<file path="src/rtl/holiday_lights_pkg.sv">
// Shared types and helpers for the holiday-light bus monitor.
package holiday_lights_pkg;

    localparam int unsigned LED_W   = 16;
    localparam int unsigned MAX_RUN = 8;

    typedef enum logic [1:0] {
        StIdle    = 2'd0,
        StAcquire = 2'd1,
        StTrack   = 2'd2,
        StFault   = 2'd3
    } mon_state_e;

    function automatic logic [4:0] popcount16(input logic [LED_W-1:0] v);
        logic [4:0] n;
        n = '0;
        for (int i = 0; i < LED_W; i++) begin
            n = n + {4'd0, v[i]};
        end
        return n;
    endfunction

    function automatic logic [LED_W-1:0] rotl1(input logic [LED_W-1:0] v);
        return {v[LED_W-2:0], v[LED_W-1]};
    endfunction

endpackage

</file>
<file path="src/rtl/holiday_lights_monitor_decode.sv">
// Combinational decode of a ring pattern into legality, run length, tail and head.
module ring_run_decode import holiday_lights_pkg::*; #(
    parameter int unsigned MAX_RUN = holiday_lights_pkg::MAX_RUN
) (
    input  logic [LED_W-1:0] vec,
    output logic             legal,
    output logic [4:0]       len,
    output logic [3:0]       tail,
    output logic [3:0]       head
);

    logic [LED_W-1:0] tails;

    // A tail is a lit bit whose circular lower neighbour is dark.
    always_comb begin
        tails = vec & ~rotl1(vec);
        len   = popcount16(vec);
        tail  = '0;
        for (int i = 0; i < LED_W; i++) begin
            if (tails[i]) begin
                tail = 4'(i);
            end
        end
        head  = tail + len[3:0] - 4'd1;
        legal = (len != 5'd0) && (len <= 5'(MAX_RUN)) && (popcount16(tails) == 5'd1);
    end

endmodule

</file>
<file path="src/rtl/holiday_lights_monitor.sv">
// Passive checker on the LED bus: decodes the run, tracks rotation steps and timing.
module holiday_lights_monitor import holiday_lights_pkg::*; #(
    parameter int unsigned STEP_PERIOD = 100_000_001,
    parameter int unsigned STEP_TOL    = 2,
    parameter int unsigned MAX_RUN     = holiday_lights_pkg::MAX_RUN
) (
    input  logic             clk,
    input  logic             rst,
    input  logic [LED_W-1:0] led_in,
    output logic             valid,
    output logic [4:0]       run_len,
    output logic [3:0]       head_pos,
    output logic             step_pulse,
    output logic [15:0]      step_cnt,
    output logic             shape_err,
    output logic             period_err,
    output logic [1:0]       state
);

    localparam logic [31:0] IvlHi = 32'(STEP_PERIOD + STEP_TOL);
    localparam logic [31:0] IvlLo = (STEP_PERIOD > STEP_TOL) ? 32'(STEP_PERIOD - STEP_TOL)
                                                             : 32'd0;

    logic [LED_W-1:0] led_q, led_prev_q;
    logic [4:0]       prev_len_q;
    logic [3:0]       prev_tail_q;
    logic             prev_legal_q;
    mon_state_e       state_q;
    logic             valid_q, step_pulse_q, shape_err_q, period_err_q;
    logic [4:0]       run_len_q;
    logic [3:0]       head_q;
    logic [15:0]      step_cnt_q;
    logic [31:0]      ivl_q;

    logic       cur_legal;
    logic [4:0] cur_len;
    logic [3:0] cur_tail, cur_head;
    logic       cur_zero, changed, is_step, len_change;

    ring_run_decode #(.MAX_RUN(MAX_RUN)) u_decode (
        .vec   (led_q),
        .legal (cur_legal),
        .len   (cur_len),
        .tail  (cur_tail),
        .head  (cur_head)
    );

    // For two legal runs of equal length, tail advancing by one is exactly a rotate-left-1.
    assign cur_zero   = (led_q == '0);
    assign changed    = (led_q != led_prev_q);
    assign is_step    = changed && cur_legal && prev_legal_q && (cur_len == prev_len_q) &&
                        (cur_tail == prev_tail_q + 4'd1);
    assign len_change = changed && cur_legal && (cur_len != prev_len_q);

    // Input pipeline, decoded outputs, FSM, interval counter and sticky flags.
    always_ff @(posedge clk) begin
        if (rst) begin
            led_q        <= '0;
            led_prev_q   <= '0;
            prev_len_q   <= '0;
            prev_tail_q  <= '0;
            prev_legal_q <= 1'b0;
            state_q      <= StIdle;
            valid_q      <= 1'b0;
            run_len_q    <= '0;
            head_q       <= '0;
            step_pulse_q <= 1'b0;
            step_cnt_q   <= '0;
            shape_err_q  <= 1'b0;
            period_err_q <= 1'b0;
            ivl_q        <= '0;
        end else begin
            led_q        <= led_in;
            led_prev_q   <= led_q;
            prev_len_q   <= cur_len;
            prev_tail_q  <= cur_tail;
            prev_legal_q <= cur_legal;
            valid_q      <= cur_legal;
            run_len_q    <= cur_len;
            if (cur_legal) begin
                head_q <= cur_head;
            end
            step_pulse_q <= 1'b0;

            unique case (state_q)
                StIdle: begin
                    if (!cur_zero) begin
                        if (cur_legal) begin
                            state_q <= StAcquire;
                        end else begin
                            state_q     <= StFault;
                            shape_err_q <= 1'b1;
                        end
                    end
                end
                StAcquire: begin
                    if (cur_zero) begin
                        state_q <= StIdle;
                    end else if (is_step) begin
                        state_q      <= StTrack;
                        step_pulse_q <= 1'b1;
                        step_cnt_q   <= 16'd1;
                        ivl_q        <= 32'd1;
                    end else if (changed && !len_change) begin
                        state_q     <= StFault;
                        shape_err_q <= 1'b1;
                    end
                end
                StTrack: begin
                    if (cur_zero) begin
                        state_q <= StIdle;
                    end else if (is_step) begin
                        step_pulse_q <= 1'b1;
                        step_cnt_q   <= step_cnt_q + 16'd1;
                        ivl_q        <= 32'd1;
                        if (ivl_q < IvlLo || ivl_q > IvlHi) begin
                            period_err_q <= 1'b1;
                        end
                    end else if (len_change) begin
                        state_q <= StAcquire;
                        ivl_q   <= '0;
                    end else if (changed) begin
                        state_q     <= StFault;
                        shape_err_q <= 1'b1;
                    end else begin
                        // Flag an overdue step without waiting for it to arrive.
                        if (ivl_q > IvlHi) begin
                            period_err_q <= 1'b1;
                        end
                        if (ivl_q != '1) begin
                            ivl_q <= ivl_q + 32'd1;
                        end
                    end
                end
                StFault: begin
                    if (cur_zero) begin
                        state_q <= StIdle;
                    end
                end
                default: state_q <= StIdle;
            endcase
        end
    end

    assign valid      = valid_q;
    assign run_len    = run_len_q;
    assign head_pos   = head_q;
    assign step_pulse = step_pulse_q;
    assign step_cnt   = step_cnt_q;
    assign shape_err  = shape_err_q;
    assign period_err = period_err_q;
    assign state      = state_q;

endmodule

</file>
<file path="config.mk">
export PLATFORM = sky130hd
export DESIGN_NAME = holiday_lights_monitor
export DESIGN_NICKNAME = d
export VERILOG_FILES = /design/src/rtl/holiday_lights_pkg.sv /design/src/rtl/holiday_lights_monitor_decode.sv /design/src/rtl/holiday_lights_monitor.sv
export SDC_FILE = /design/constraint.sdc
export NUM_CORES = 1
export LEC_CHECK = 0
export ABC_AREA = 1
export CELL_PAD_IN_SITES_DETAIL_PLACEMENT = 1
export CELL_PAD_IN_SITES_GLOBAL_PLACEMENT = 1
export CORE_UTILIZATION = 40
export DETAILED_ROUTE_END_ITERATION = 10
export PLACE_DENSITY = 0.8
export SETUP_SLACK_MARGIN = 0.1
export SYNTH_ARGS = -nofsm -noshare
export SYNTH_HDL_FRONTEND = slang
export SYNTH_SLANG_ARGS = --single-unit
</file>
<file path="constraint.sdc">
create_clock -name clk -period 14.31 [get_ports clk]
set_clock_uncertainty 0.15 [all_clocks]
set_input_delay 2.862 -clock clk [delete_from_list [all_inputs] [get_ports clk]]
set_output_delay 2.862 -clock clk [all_outputs]
set_load 0.01 [all_outputs]
</file>
# --- Yosys cells after proc, flatten, opt, wreduce, memory -nomap -nowiden ---
# Index checks and enable logic that the tools add are counted.
classes:
  n_addsub: 35
  order_cmp: 3
  n_eq_ne: 29
  muxes: 55
  bitwise_logic: 4
  reduce_logical: 23
op_table:
  columns: ["op", "count"]
  rows:
  - ["$mux W32", 7]
  - ["$add A5 B1 Y5", 28]
  - ["$mux W16", 4]
  - ["$pmux W32 S2", 1]
  - ["$add A32 B1 Y32 const B", 1]
  - ["$gt A32 B27 Y1 const B", 1]
  - ["$lt A32 B27 Y1 const B", 1]
  - ["$mux W4", 8]
  - ["$ne A32 B32 Y1 const B", 1]
  - ["$pmux W16 S2", 1]
  - ["$ne A2 B2 Y1 const B", 13]
  - ["$mux W2", 12]
  - ["$add A16 B1 Y16 const B", 1]
  - ["$and A16 B16 Y16", 1]
  - ["$logic_not A16 Y1", 1]
  - ["$mux W1", 16]
  - ["$ne A16 B16 Y1", 1]
  - ["$ne A4 B4 Y1 const B", 4]
  - ["$not A16 Y16", 1]
  - ["$mux W3", 4]
  - ["$reduce_and A6 Y1", 2]
  - ["$reduce_and A10 Y1", 1]
  - ["$reduce_and A5 Y1", 2]
  - ["$logic_and A1 B1 Y1", 8]
  - ["other kinds (24)", 29]
word_totals:
  reg_bits: 99
  in_bits: 18
  output_inout_bits: 31
  elab_cells: 161

# --- Logic depth before layout (Yosys ltp) ---
# Gate-level depths: netlist of run 1.
logic_depth:
  depth_word: 27
  depth_mapped: 32
  mapped_depth_nobuf: 31

# --- Modules after synthesis ---
# From an unflattened synthesis of run 1, not the netlist that was laid out.
hier_totals:
  cells_unflattened: 1080
  hier_area_um2: 6899.1
modules_own_cells:
  columns: ["mod", "n_inst", "cells_each", "area_per_inst_um2", "seq_area_each_um2"]
  rows:
  - ["holiday_lights_monitor", 1, 901, 5665.4, 1981.9]
  - ["ring_run_decode", 1, 179, 1233.7, 0.0]

# --- Least setup slack after synthesis of run 1 ---
# No wires, ideal clock.
synth_path:
  path_kind: "register to register"
  from: "reg led_q[0]"
  to: "reg ivl_q[10]"
  setup_ns: 0.113
  arrival_time_ns: 5.591
  required_ns: 14.047
  setup_slack_ns: 8.456
  path_stages_with_launch: 29
  n_path_buf: 1
  path_cell_list: "dfxtp_1 -> inv_1 -> ha_1 -> ha_1 -> inv_1 -> fa_1 -> fa_1 -> inv_1 -> fa_1 -> inv_1 -> fa_1 -> fa_1 -> fa_1 -> inv_1 -> nor2_1 -> o211ai_1 -> nor2_1 -> nand2_1 -> nor2_8 -> nand2_1 -> inv_2 -> nand3_2 -> nor2_8 -> inv_4 -> nand2_1 -> buf_2 -> nor2_1 -> nor2_1 -> nor2_1"
synth_between:
  elab_chain_cells: 26
  word_cells_on_any_way: 72
  cone_classes: "30 x add/sub; 1 x order compare; 10 x eq/ne; 19 x mux; 2 x bitwise; 10 x reduce/logical"
synth_rtl:
  columns: ["element", "line_no", "rtl"]
  rows:
  - ["start: declaration", "holiday_lights_monitor.sv:24", "logic [LED_W-1:0] led_q, led_prev_q;"]
  - ["start signal: assignment", "holiday_lights_monitor.sv:73", "led_q <= led_in;"]
  - ["branches (longest 26 deep; another with $add A5 B1 Y5)", null, null]
  - ["end signal: assignment", "holiday_lights_monitor.sv:131", "ivl_q <= ivl_q + 32'd1;"]
  - ["end: declaration", "holiday_lights_monitor.sv:33", "logic [31:0] ivl_q;"]
# Parallel ways; which one is timed is not known. The select of a mux whose other input is x is not followed.
# A chain may end at the register's enable or synchronous reset.

# --- Final worst setup path of run 1 ---
layout_path:
  from: "reg led_q[0]"
  to: "reg ivl_q[14]"
# The elaborated chain is that of the path after synthesis.

==> results of run 1 <==
[flip-flops by register name (all words and copies together), names as in the netlist, 2 cells and up]
register and flops:
ivl_q 32, state 2, led_q 16, run_len 5, prev_tail_q 4, led_prev_q 16
head_pos 4, step_cnt 16
[cells in the final DEF (no fill, tap or decap), types with 2 or more instances in the layout]
| cell type | netlist | layout |
|---|---|---|
| buf_4 | 2 | 3 |
| nor2_8 | 2 | 2 |
| a21oi_1 | 36 | 36 |
| nor3_1 | 30 | 30 |
| or2_2 | 3 | 3 |
| nor4_1 | 10 | 10 |
| clkdlybuf4s50_1 | 0 | 47 |
| o21bai_1 | 2 | 2 |
| nor2_1 | 201 | 201 |
| dfxtp_1 | 99 | 99 |
| inv_6 | 0 | 2 |
| inv_8 | 0 | 2 |
| nand2_1 | 249 | 249 |
| fa_1 | 21 | 21 |
| inv_1 | 144 | 144 |
| o211ai_1 | 2 | 2 |
| nand2_2 | 4 | 4 |
| nand4_1 | 20 | 20 |
| nor2_2 | 3 | 3 |
| ha_1 | 26 | 26 |
| xnor2_1 | 6 | 6 |
| nand3_1 | 68 | 68 |
| xor2_1 | 31 | 31 |
| inv_2 | 10 | 10 |
| clkbuf_16 | 0 | 9 |
| nand2_4 | 3 | 3 |
| o21ai_0 | 24 | 24 |
[worst paths after layout]
path | to | slack (ns) | cells past startpoint
max | ivl_q[14]$_SDFFE_PP0P_ | 7.56 | 27
min | head_pos[1]$_SDFFE_PP0N_ | 0.33 | 2
max reg2reg | ivl_q[14]$_SDFFE_PP0P_ | 7.56 | 27
min reg2reg | head_pos[1]$_SDFFE_PP0N_ | 0.33 | 2
[layer usage]
layer,track usage [%],wire length [um],up-vias
met5,0,0,-
met4,4.26,154,0
met3,4.15,494,12
met2,40.9,8920,65
met1,29.4,8750,2961
li1,-,-,3261
[kinds of logic after synthesis]
kind of cell | after synthesis
flops | 99
compound gates | 67
xor+xnor | 37
fa+ha+maj | 47
buf+inv | 178
simple gates | 598
[where the power goes]
group | switching (W) | internal, W | total [W] | leakage [nW]
sequential | 0.0000771 | 0.000343 | 0.000420 | 0.813
clock | 0.000124 | 0.000124 | 0.000248 | 0.144
combinational | 0.000431 | 0.000247 | 0.000679 | 2.54
total | 0.000633 | 0.000714 | 0.00135 | 3.50
[worst min-delay path, delay by kind of cell, from the launching register on]
family	cells	cell delay [ns]
AO/OA/AOI/OAI	1	0.06
flip-flops	1	0.32
AND/OR/NAND/NOR	1	0.06
[synth_stat cells, types with 2 or more instances]
library cell,instances,area share [%]
ha_1,26,4.9
nor4_1,10,0.94
or2_2,3,0.28
nand2_1,249,14
buf_2,6,0.45
o21ai_0,24,1.8
nor2_1,201,11
buf_4,2,0.23
xor2_1,31,4.1
clkbuf_1,12,0.68
buf_6,2,0.34
nand3_1,68,5.1
dfxtp_1,99,30
nand2_4,3,0.51
nor2_8,2,0.60
nand2_2,4,0.38
nor2_2,3,0.28
nor3_1,30,2.3
inv_1,144,8.1
fa_1,21,6.3
a21oi_1,36,2.7
o211ai_1,2,0.23
o21bai_1,2,0.23
inv_2,10,0.56
nand4_1,20,1.9
xnor2_1,6,0.79
[stage by stage]
stage | power, W | cell area [um2] | worst slack (ns) | hold WS [ns] | utilization, %
3_5_place_dp | 0.00110 | 7310 | 7.58 | 0.318 | 45.5
4_1_cts | 0.00136 | 7600 | 7.53 | 0.335 | 47.3
2_1_floorplan | 0.000923 | 6650 | 8.46 | 0.332 | -
6_report | 0.00135 | 7600 | 7.56 | 0.326 | 47.3
5_1_grt | 0.00148 | 7600 | 7.04 | 0.360 | 47.3
3_3_place_gp | 0.00108 | 7310 | 7.81 | 0.313 | 45.5
[final cells by class]
| cell class | count | area (um2) |
|---|---|---|
| Fill cell | 2147 | 8460 |
| Multi-Input combinational cell | 749 | 3970 |
| Sequential cell | 99 | 1980 |
| Inverter | 156 | 588 |
| Timing Repair Buffer | 51 | 498 |
| Tap cell | 216 | 270 |
| Clock buffer | 10 | 229 |
| Clock inverter | 6 | 65.1 |
==> metrics.md, run 1 <==
| Metric | Value |
|---|---|
| Post-CTS Resized | `0` |
| Clock sinks | `99` |
| Critical path type | `reg2reg` |
| CP arrival | `slightly below 7 ns` |
| Total core area | `about 16,000 um2` |
| Clock-pin slew of the registers on the worst-case setup and hold paths | `~0.080 ns` |
| Slew headroom | `between 50% and 60%` |
| Adder-Cell Fraction of Synth Area | `~11%` |
| Total I/O pin count | `49` |
| Layout cells sized above 1 | `between 4 and 5%` |
| Initial antenna violation count | `0` |
| Finished Layout Cells | `1,287` |
| Avg Synthesized Cell Area | `6.48 um2` |
| WL/cell | `14.2 um` |
| Critical-path top delay cell | `fa_1` |
| FP Rows | `46` |
| Leak Pwr | `around 3.5 nW` |
| Vias/cell | `4.89` |
| Period minus WS final | `roughly 6.8 ns` |
| Clk buf depth | `2` |
| Syn nets | `~1.1k` |
| Clock Latency Late Sink | `about 0.37 ns` |
| Final Wtd Congestion | `just under 0.9` |
| Post-DP HPWL | `~14,000 um` |
| Post-synthesis register bit count | `99` |
| Synth unique cells | `36` |
| XOR/XNOR Fraction of Synth Area | `under 10%` |
| Remaining DRCs | `0` |
| CTS H-tree lvls | `3` |
| First-pass GRT wire length | `about 31,000 um` |
| YS warnings | `0` |
| Cts hold-fix bufs | `0` |
| Vias | `approximately 6.3k` |
| Aggregate global-route resource usage | `between 20% and 30%` |
| Post-CTS setup buffers | `0` |
| Slew Limit Fails | `0` |
| Power Dens Cells | `177 nW/um2` |
| Fin nets | `approximately 1.1k` |
| Run status | `finished clean` |
| Layout area overhead | `14.3%` |
| Sequential area share after synthesis | `between 20 and 30%` |
| Area fraction in and, or, nand and nor cells after synthesis | `between 30% and 40%` |
| Data required time of the worst path | `14.41 ns` |
| Mux contribution to synthesized area | `0%` |
| EDFF count, synth | `0` |
| Post-Syn Area | `around 6700 um2` |
| Placed Instances | `around 1.3k` |
| ANT cells | `0` |
| Synth Instances | `about 1k` |
| Hold Path Class | `reg2reg` |
| Final setup vio count | `0` |
| Die Y-Extent | `131 um` |
| Maximum vdd drop | `87.1 uV` |
| Vias in the first global route | `around 6.4k` |
| Main flop type after synthesis | `dfxtp_1` |
| Crit. Startpoint | `led_q[0]$_SDFF_PP0_` |
| Pre-Repair DR Iteration Count | `4` |
| PortBufs | `48` |
| Num CTS Buffers | `9` |
| Die Area | `17,200 um2` |
| Antenna viol nets, final | `0` |
| Combinational family with the most area after synthesis | `simple AND/OR/NAND/NOR gates` |
| Endpoints failing hold | `0` |
| Hold Startpoint | `head_pos[1]$_SDFFE_PP0N_` |
| Critical path buffers and inverters | `7` |
| RSZ-0062 raised after global routing | `false` |
| Crit path top cell by count | `fa_1` |
| Total negative slack | `0 ns` |
| Root Buffer | `clkbuf_16` |
| Die Wd | `roughly 130 um` |
| CTS tree | `done` |
| Final period util | `47.2%` |
| Detailed Route Iter0 Violations | `250` |
| Setup crit end kind | `register` |
| Reg2reg start | `led_q[0]$_SDFF_PP0_` |
| CP delay by family, top | `adder cells` |
| Final WL | `18,300 um` |
| Complex-gate fraction of the synthesized area | `under 10%` |
| Pin count of the biggest net entering global routing | `58` |
| Slew at the pin closest to its max-slew limit | `between 0.6 and 0.7 ns` |
| Worst setup SP type | `register` |
| Max-cap violations | `0` |
| Maximum fanout along the worst path | `44` |
| CP peak stage delay | `~0.55 ns` |
| Gr ovfl total | `0` |
| Max Clk Rate | `148 MHz` |
| Effective utilization at floorplan | `41.4%` |
| Asr flop ratio synth | `0%` |
(Power assumes the default switching activity.)
==> inputs of run 2 (changes only) <==
==> constraint.sdc (replaced) <==
create_clock -name clk -period 6.4 [get_ports clk]
set_clock_uncertainty 0.15 [all_clocks]
set_input_delay 1.28 -clock clk [delete_from_list [all_inputs] [get_ports clk]]
set_output_delay 1.28 -clock clk [all_outputs]
set_load 0.01 [all_outputs]
==> metrics.md, run 2 (synthesis gave the netlist of run 1 again) <==
| Metric | Value |
|---|---|
| Slew Limit Fails | `0 (unchanged)` |
| Initial antenna violation count | `0 (unchanged)` |
| Max Clk Rate | `168 MHz (+14%)` |
| Gr ovfl total | `0 (unchanged)` |
| Cts hold-fix bufs | `0 (unchanged)` |
| Total negative slack | `0 ns (unchanged)` |
| Clock Latency Late Sink | `0.36 ns (about the same)` |
| Crit path top cell by count | `inv_1` |
| Met2 usage | `41.5% (+0.65 points)` |
| Final setup vio count | `0 (unchanged)` |
| Vias/cell | `5.01 (+2.4%)` |
| Leak Pwr | `3.57 nW (+2.1%)` |
| Antenna viol nets, final | `0 (unchanged)` |
| Vias in the first global route | `6,565 (+1.8%)` |
| Slew at the pin closest to its max-slew limit | `0.713 ns (+0.0617 ns)` |
| Post-DP HPWL | `14,000 um (-0.15%)` |
| Clock-pin slew of the registers on the worst-case setup and hold paths | `0.08 ns (about the same)` |
| Num CTS Buffers | `9 (unchanged)` |
| CTS H-tree lvls | `3 (unchanged)` |
| FF-to-FF setup slack | `0.46 ns (-7.10 ns)` |
| Reg area | `1980 um2 (about the same)` |
| GRT met1 Usage | `29.2% (-0.21 points)` |
| Effective utilization at floorplan | `41.4% (unchanged)` |
| Total power | `0.00319 W (+140%)` |
| First-pass GRT wire length | `31,700 um (+2.6%)` |
| Finished Core Util | `48.5% (+1.2 points)` |
| Final period util | `92.8% (+46 points)` |
| Worst setup SP type | `register` |
| Global routing's busiest layer | `met2` |
| Data required time of the worst path | `6.50 ns (-7.91 ns)` |
| Pre-Repair DR Iteration Count | `4 (unchanged)` |
| Power Dens Cells | `409 nW/um2 (+130%)` |
| CP arrival | `6.04 ns (-0.81 ns)` |
| Cell area after layout | `7790 um2 (+2.5%)` |
| Critical path type | `reg2reg` |
| RSZ-0062 raised after global routing | `false` |
| Smallest setup slack after layout | `0.464 ns (-7.10 ns)` |
| FF-to-FF End | `ivl_q[22]$_SDFFE_PP0P_` |
| Endpoints failing hold | `0 (unchanged)` |
| Clock sinks | `99 (unchanged)` |
| Slew headroom | `52.1% (-4.4 points)` |
| Fin nets | `1,145 (+1.2%)` |
| Multi-input logic area | `4060 um2 (+2.2%)` |
| Aggregate global-route resource usage | `23.6% (+0.46 points)` |
| Maximum fanout along the worst path | `22 (-50%)` |
| Commonest non-fill, non-tap cell in the layout | `nand2_1` |
| FP Rows | `46 (unchanged)` |
| Pin count of the biggest net entering global routing | `58 (unchanged)` |
| Post-Place Setup Slack | `0.0884 ns (-7.49 ns)` |
| Post-DP Area | `7350 um2 (+0.62%)` |
| Remaining DRCs | `0 (unchanged)` |
| Period minus WS final | `5.94 ns (-0.815 ns)` |
| Max reg flops | `32 (unchanged)` |
| Layout cells sized above 1 | `6.46% (+2.0 points)` |
| Critical-path top delay cell | `fa_1` |
| Root Buffer | `clkbuf_16` |
| Hold Startpoint | `head_pos[3]$_SDFFE_PP0N_` |
| Total core area | `16,100 um2 (unchanged)` |
| Clk buf depth | `2 (unchanged)` |
| Final Wtd Congestion | `0.871 (-2.6%)` |
| Hold Path Class | `reg2reg` |
| Maximum vdd drop | `202 uV (+130%)` |
| Hold path depth | `2 (unchanged)` |
| Die Area | `17,200 um2 (unchanged)` |
| Hold EP | `head_pos[3]$_SDFFE_PP0N_` |
| WL/cell | `14.8 um (+4.1%)` |
| Total I/O pin count | `49 (unchanged)` |
| Met3 usage | `4.28% (+0.12 points)` |
| Vias | `6,513 (+3.4%)` |
| Worst R2R Path Depth | `29 (+7.4%)` |
| Setup crit end kind | `register` |
| Detailed Route Iter0 Violations | `326 (+30%)` |
| Max-cap violations | `0 (unchanged)` |
| Largest Register | `ivl_q` |
| Final WL | `19,300 um (+5.1%)` |
| Most frequent cells in the layout | `246 x nand2_1, 199 x nor2_1, 144 x inv_1, 98 x dfxtp_1, 68 x nand3_1` |
| CTS tree | `done` |
| PortBufs | `48 (unchanged)` |
| Die Wd | `131 um (unchanged)` |
| Layout area overhead | `17.1%` |
| Reg2reg start | `led_q[0]$_SDFF_PP0_` |
| Die Y-Extent | `131 um (unchanged)` |
| CP peak stage delay | `0.55 ns (about the same)` |
| Crit. Startpoint | `led_q[0]$_SDFF_PP0_` |
| Run status | `finished clean` |
| ANT cells | `0 (unchanged)` |
| Filler instances | `2,159 (+0.56%)` |
run 2: metal layers:
metal / wire length, um / vias up
met3: 435 / 23
met4: 411 / 0
met1: 8850 / 3125
met5: 0 / -
li1: - / 3293
met2: 9550 / 72
run 2: final cells by class:
type | count | share of cell area [%]
clock inverters | 6 | 0.707
multi-input cells | 752 | 52.1
clock buffers | 9 | 2.89
well taps | 216 | 3.47
inverters | 156 | 7.55
flip-flops and latches | 99 | 25.5
repair buffers | 62 | 7.84
run 2: per-stage QoR:
step	hold slack, ns	cells
after floorplan	0.332	1026
after global placement	0.311	1277
after detailed placement	0.314	1277
after CTS	0.332	1292
after global routing	0.358	1300
final	0.325	1300
run 2: worst max-delay path by stage:
stage                             endpoint  slack (ns)  cells after the start
floorplan           ivl_q[10]$_SDFFE_PP0P_        0.55                     28
global placement    ivl_q[13]$_SDFFE_PP0P_        0.28                     28
detailed placement  ivl_q[19]$_SDFFE_PP0P_        0.09                     29
CTS                 ivl_q[19]$_SDFFE_PP0P_        0.17                     31
global route        ivl_q[19]$_SDFFE_PP0P_         0.1                     31
finish              ivl_q[22]$_SDFFE_PP0P_        0.46                     29
run 2: what timing repair did:
action,CTS,global route
setup endpoints to repair,12,52
gates resized for setup,1,15
hold endpoints to repair,0,0
gates cloned,0,4
buffers inserted,0,4
pin swaps,0,6
run 2: critical path, delay by kind of cell, from the launching register on:
kind            cells  cell delay (ns)
fa+ha+maj           8             3.47
simple gates       13             1.32
buf+inv             7             0.41
flops               1             0.36
compound gates      1             0.10
run 2: power breakdown:
part / total [W] / switching [W] / internal, W
Combinational: 0.00170 / 0.00105 / 0.000651
Clock: 0.000543 / 0.000271 / 0.000272
Sequential: 0.000940 / 0.000173 / 0.000766
Total: 0.00319 / 0.00150 / 0.00169
==> inputs of run 3 (changes only) <==
--- a/config.mk
+++ b/config.mk
@@ -11,6 +11,7 @@
 export CORE_UTILIZATION = 40
 export DETAILED_ROUTE_END_ITERATION = 10
 export PLACE_DENSITY = 0.8
+export RECOVER_POWER = 50
 export SETUP_SLACK_MARGIN = 0.1
 export SYNTH_ARGS = -nofsm -noshare
 export SYNTH_HDL_FRONTEND = slang
==> constraint.sdc (replaced) <==
create_clock -name clk -period 7.04 [get_ports clk]
set_clock_uncertainty 0.15 [all_clocks]
set_input_delay 1.408 -clock clk [delete_from_list [all_inputs] [get_ports clk]]
set_output_delay 1.408 -clock clk [all_outputs]
set_load 0.01 [all_outputs]
==> metrics.md, run 3 (synthesis gave the netlist of run 1 again) <==
| Metric | Value |
|---|---|
| Pre-Repair DR Iteration Count | `4 (unchanged)` |
| CTS H-tree lvls | `3 (unchanged)` |
| Smallest setup slack after layout | `0.485 ns (+0.0216 ns)` |
| Max Clk Rate | `153 MHz (-9.4%)` |
| Layout area overhead | `14.7%` |
| Setup crit end kind | `register` |
| Aggregate global-route resource usage | `23.1% (-0.45 points)` |
| Maximum fanout along the worst path | `22 (unchanged)` |
| ANT cells | `0 (unchanged)` |
| Pin count of the biggest net entering global routing | `58 (unchanged)` |
| CP arrival | `6.70 ns (+0.66 ns)` |
| Vias/cell | `4.94 (-1.4%)` |
| Total I/O pin count | `49 (unchanged)` |
| Clock Latency Late Sink | `0.36 ns (about the same)` |
| Most frequent cells in the layout | `249 x nand2_1, 201 x nor2_1, 144 x inv_1, 99 x dfxtp_1, 68 x nand3_1` |
| CTS tree | `done` |
| RSZ-0062 raised after global routing | `false` |
| Total core area | `16,100 um2 (unchanged)` |
| Fin Hold WS | `0.327 ns (+0.00179 ns)` |
| Filler instances | `2,141 (-0.83%)` |
| Critical path type | `reg2reg` |
| Fin nets | `1,134 (-0.96%)` |
| Initial antenna violation count | `0 (unchanged)` |
| Final period util | `93.1% (+0.35 points)` |
| FP Rows | `46 (unchanged)` |
| Endpoints failing hold | `0 (unchanged)` |
| Die Area | `17,200 um2 (unchanged)` |
| Post-Place Setup Slack | `0.347 ns (+0.259 ns)` |
| Clock sinks | `99 (unchanged)` |
| Run status | `complete, but fails checks` |
| Net Sw Frac | `47.2% (+0.23 points)` |
| Max reg flops | `32 (unchanged)` |
| PortBufs | `48 (unchanged)` |
| Leak Pwr | `3.59 nW (+0.55%)` |
| Antenna viol nets, final | `0 (unchanged)` |
| Root Buffer | `clkbuf_16` |
| Effective utilization at floorplan | `41.4% (unchanged)` |
| Clock power frac | `17.8% (+0.8 points)` |
| Num CTS Buffers | `9 (unchanged)` |
| Maximum vdd drop | `159 uV (-21%)` |
| Remaining DRCs | `0 (unchanged)` |
| P_int | `0.00144 W (-15%)` |
| Worst setup SP type | `register` |
| Logic pwr share | `50.9% (-2.6 points)` |
| Slew headroom | `-66.5% (-120 points)` |
| Failing checks | `capacitance limit, slew limit` |
| Commonest non-fill, non-tap cell in the layout | `nand2_1` |
| Slew at the pin closest to its max-slew limit | `2.50 ns (+1.79 ns)` |
| Vias | `6,367 (-2.2%)` |
| Largest Register | `ivl_q` |
| Final WL | `18,400 um (-4.6%)` |
| Gr ovfl total | `0 (unchanged)` |
| Hold Path Class | `reg2reg` |
| CP peak stage delay | `0.55 ns (about the same)` |
| Post-DP HPWL | `14,000 um (-0.51%)` |
| Vias in the first global route | `6,430 (-2.1%)` |
| WL/cell | `14.2 um (-3.8%)` |
| Sw power | `0.00129 W (-14%)` |
| Critical-path top delay cell | `fa_1` |
| Cts hold-fix bufs | `0 (unchanged)` |
| Detailed Route Iter0 Violations | `345 (+5.8%)` |
| Clk buf depth | `2 (unchanged)` |
| Die Wd | `131 um (unchanged)` |
| Total negative slack | `0 ns (unchanged)` |
| Period minus WS final | `6.55 ns (+0.618 ns)` |
| Final Wtd Congestion | `0.881 (+1.1%)` |
| Data required time of the worst path | `7.19 ns (+0.69 ns)` |
| Clock-pin slew of the registers on the worst-case setup and hold paths | `0.08 ns (about the same)` |
| Power Dens Cells | `358 nW/um2 (-13%)` |
| Finished Core Util | `47.5% (-0.97 points)` |
| Slew Limit Fails | `58 (+58)` |
| Die Y-Extent | `131 um (unchanged)` |
| Sequential power share | `31.2% (+1.7 points)` |
| Max-cap violations | `1 (+1)` |
| First-pass GRT wire length | `30,800 um (-2.5%)` |
| Layout cells sized above 1 | `4.66% (-1.8 points)` |
| Final setup vio count | `0 (unchanged)` |
==> run 3: cell count changes in the layout (fill, tap and decap cells not counted), sizes merged <==
cell,previous run,this run
clkdlybuf4s50,47,18
dlygate4sd3,0,29
buf,14,5
inv,161,158
clkinv,1,3
nand2,259,257
clkinvlp,0,1
==> run 3: path summary, 6_finish.rpt <==
check / startpoint / end / slack, ns / cells after the start
min: head_pos[1]$_SDFFE_PP0N_ / head_pos[1]$_SDFFE_PP0N_ / 0.33 / 2
max reg2reg: led_q[0]$_SDFF_PP0_ / ivl_q[13]$_SDFFE_PP0P_ / 0.49 / 30
max: led_q[0]$_SDFF_PP0_ / ivl_q[13]$_SDFFE_PP0P_ / 0.49 / 30
min reg2reg: head_pos[1]$_SDFFE_PP0N_ / head_pos[1]$_SDFFE_PP0N_ / 0.33 / 2
==> run 3: per-stage QoR <==
stage | instances | instance area [um2] | power (W)
final | 1289 | 7630 | 0.00273
after global routing | 1289 | 7630 | 0.00301
after CTS | 1288 | 7610 | 0.00274
after detailed placement | 1273 | 7320 | 0.00223
after global placement | 1273 | 7320 | 0.00219
after floorplan | 1026 | 6650 | 0.00188
==> run 3: final cells by class <==
cell class	instances	area (um2)	share of cell area, %
clock buffer	9	225	2.95
timing repair buffer	53	509	6.67
multi-input combinational	750	4000	52.4
tap	216	270	3.54
inverter	156	588	7.70
sequential	99	1980	26.0
clock inverter	6	58.8	0.770
==> run 3: critical path: cells and delay by family, from the launching register on <==
family | cells | cell delay [ns]
flops | 1 | 0.37
compound gates | 1 | 0.09
buf+inv | 7 | 0.54
simple gates | 14 | 1.75
fa+ha+maj | 8 | 3.58
==> run 3: layer usage <==
layer  wire (um)  vias up  GRT usage [%]  part of all wire, %
met4         356        0           7.57                  1.9
met5           0        -              0                    0
met2        8920       57           40.6                   49
met3         355       20           3.26                  1.9
met1        8730     3008           29.0                   48
li1            -     3282              -                    -
==> run 3: power by group through the flow <==
stage	Clock [W]	Sequential (W)	Combinational, W
global placement	0	0.000862	0.00132
finish	0.000487	0.000853	0.00139
global route	0.000522	0.000874	0.00161
CTS	0.000503	0.000853	0.00139
detailed placement	0	0.000863	0.00136
floorplan	0	0.000827	0.00105
==> run 3: timing repair <==
action | in CTS | in global routing
endpoints found under the hold margin | 0 | 0
resized for setup | 0 | 2
buffers inserted | 0 | 0
setup endpoints to repair | 0 | 22
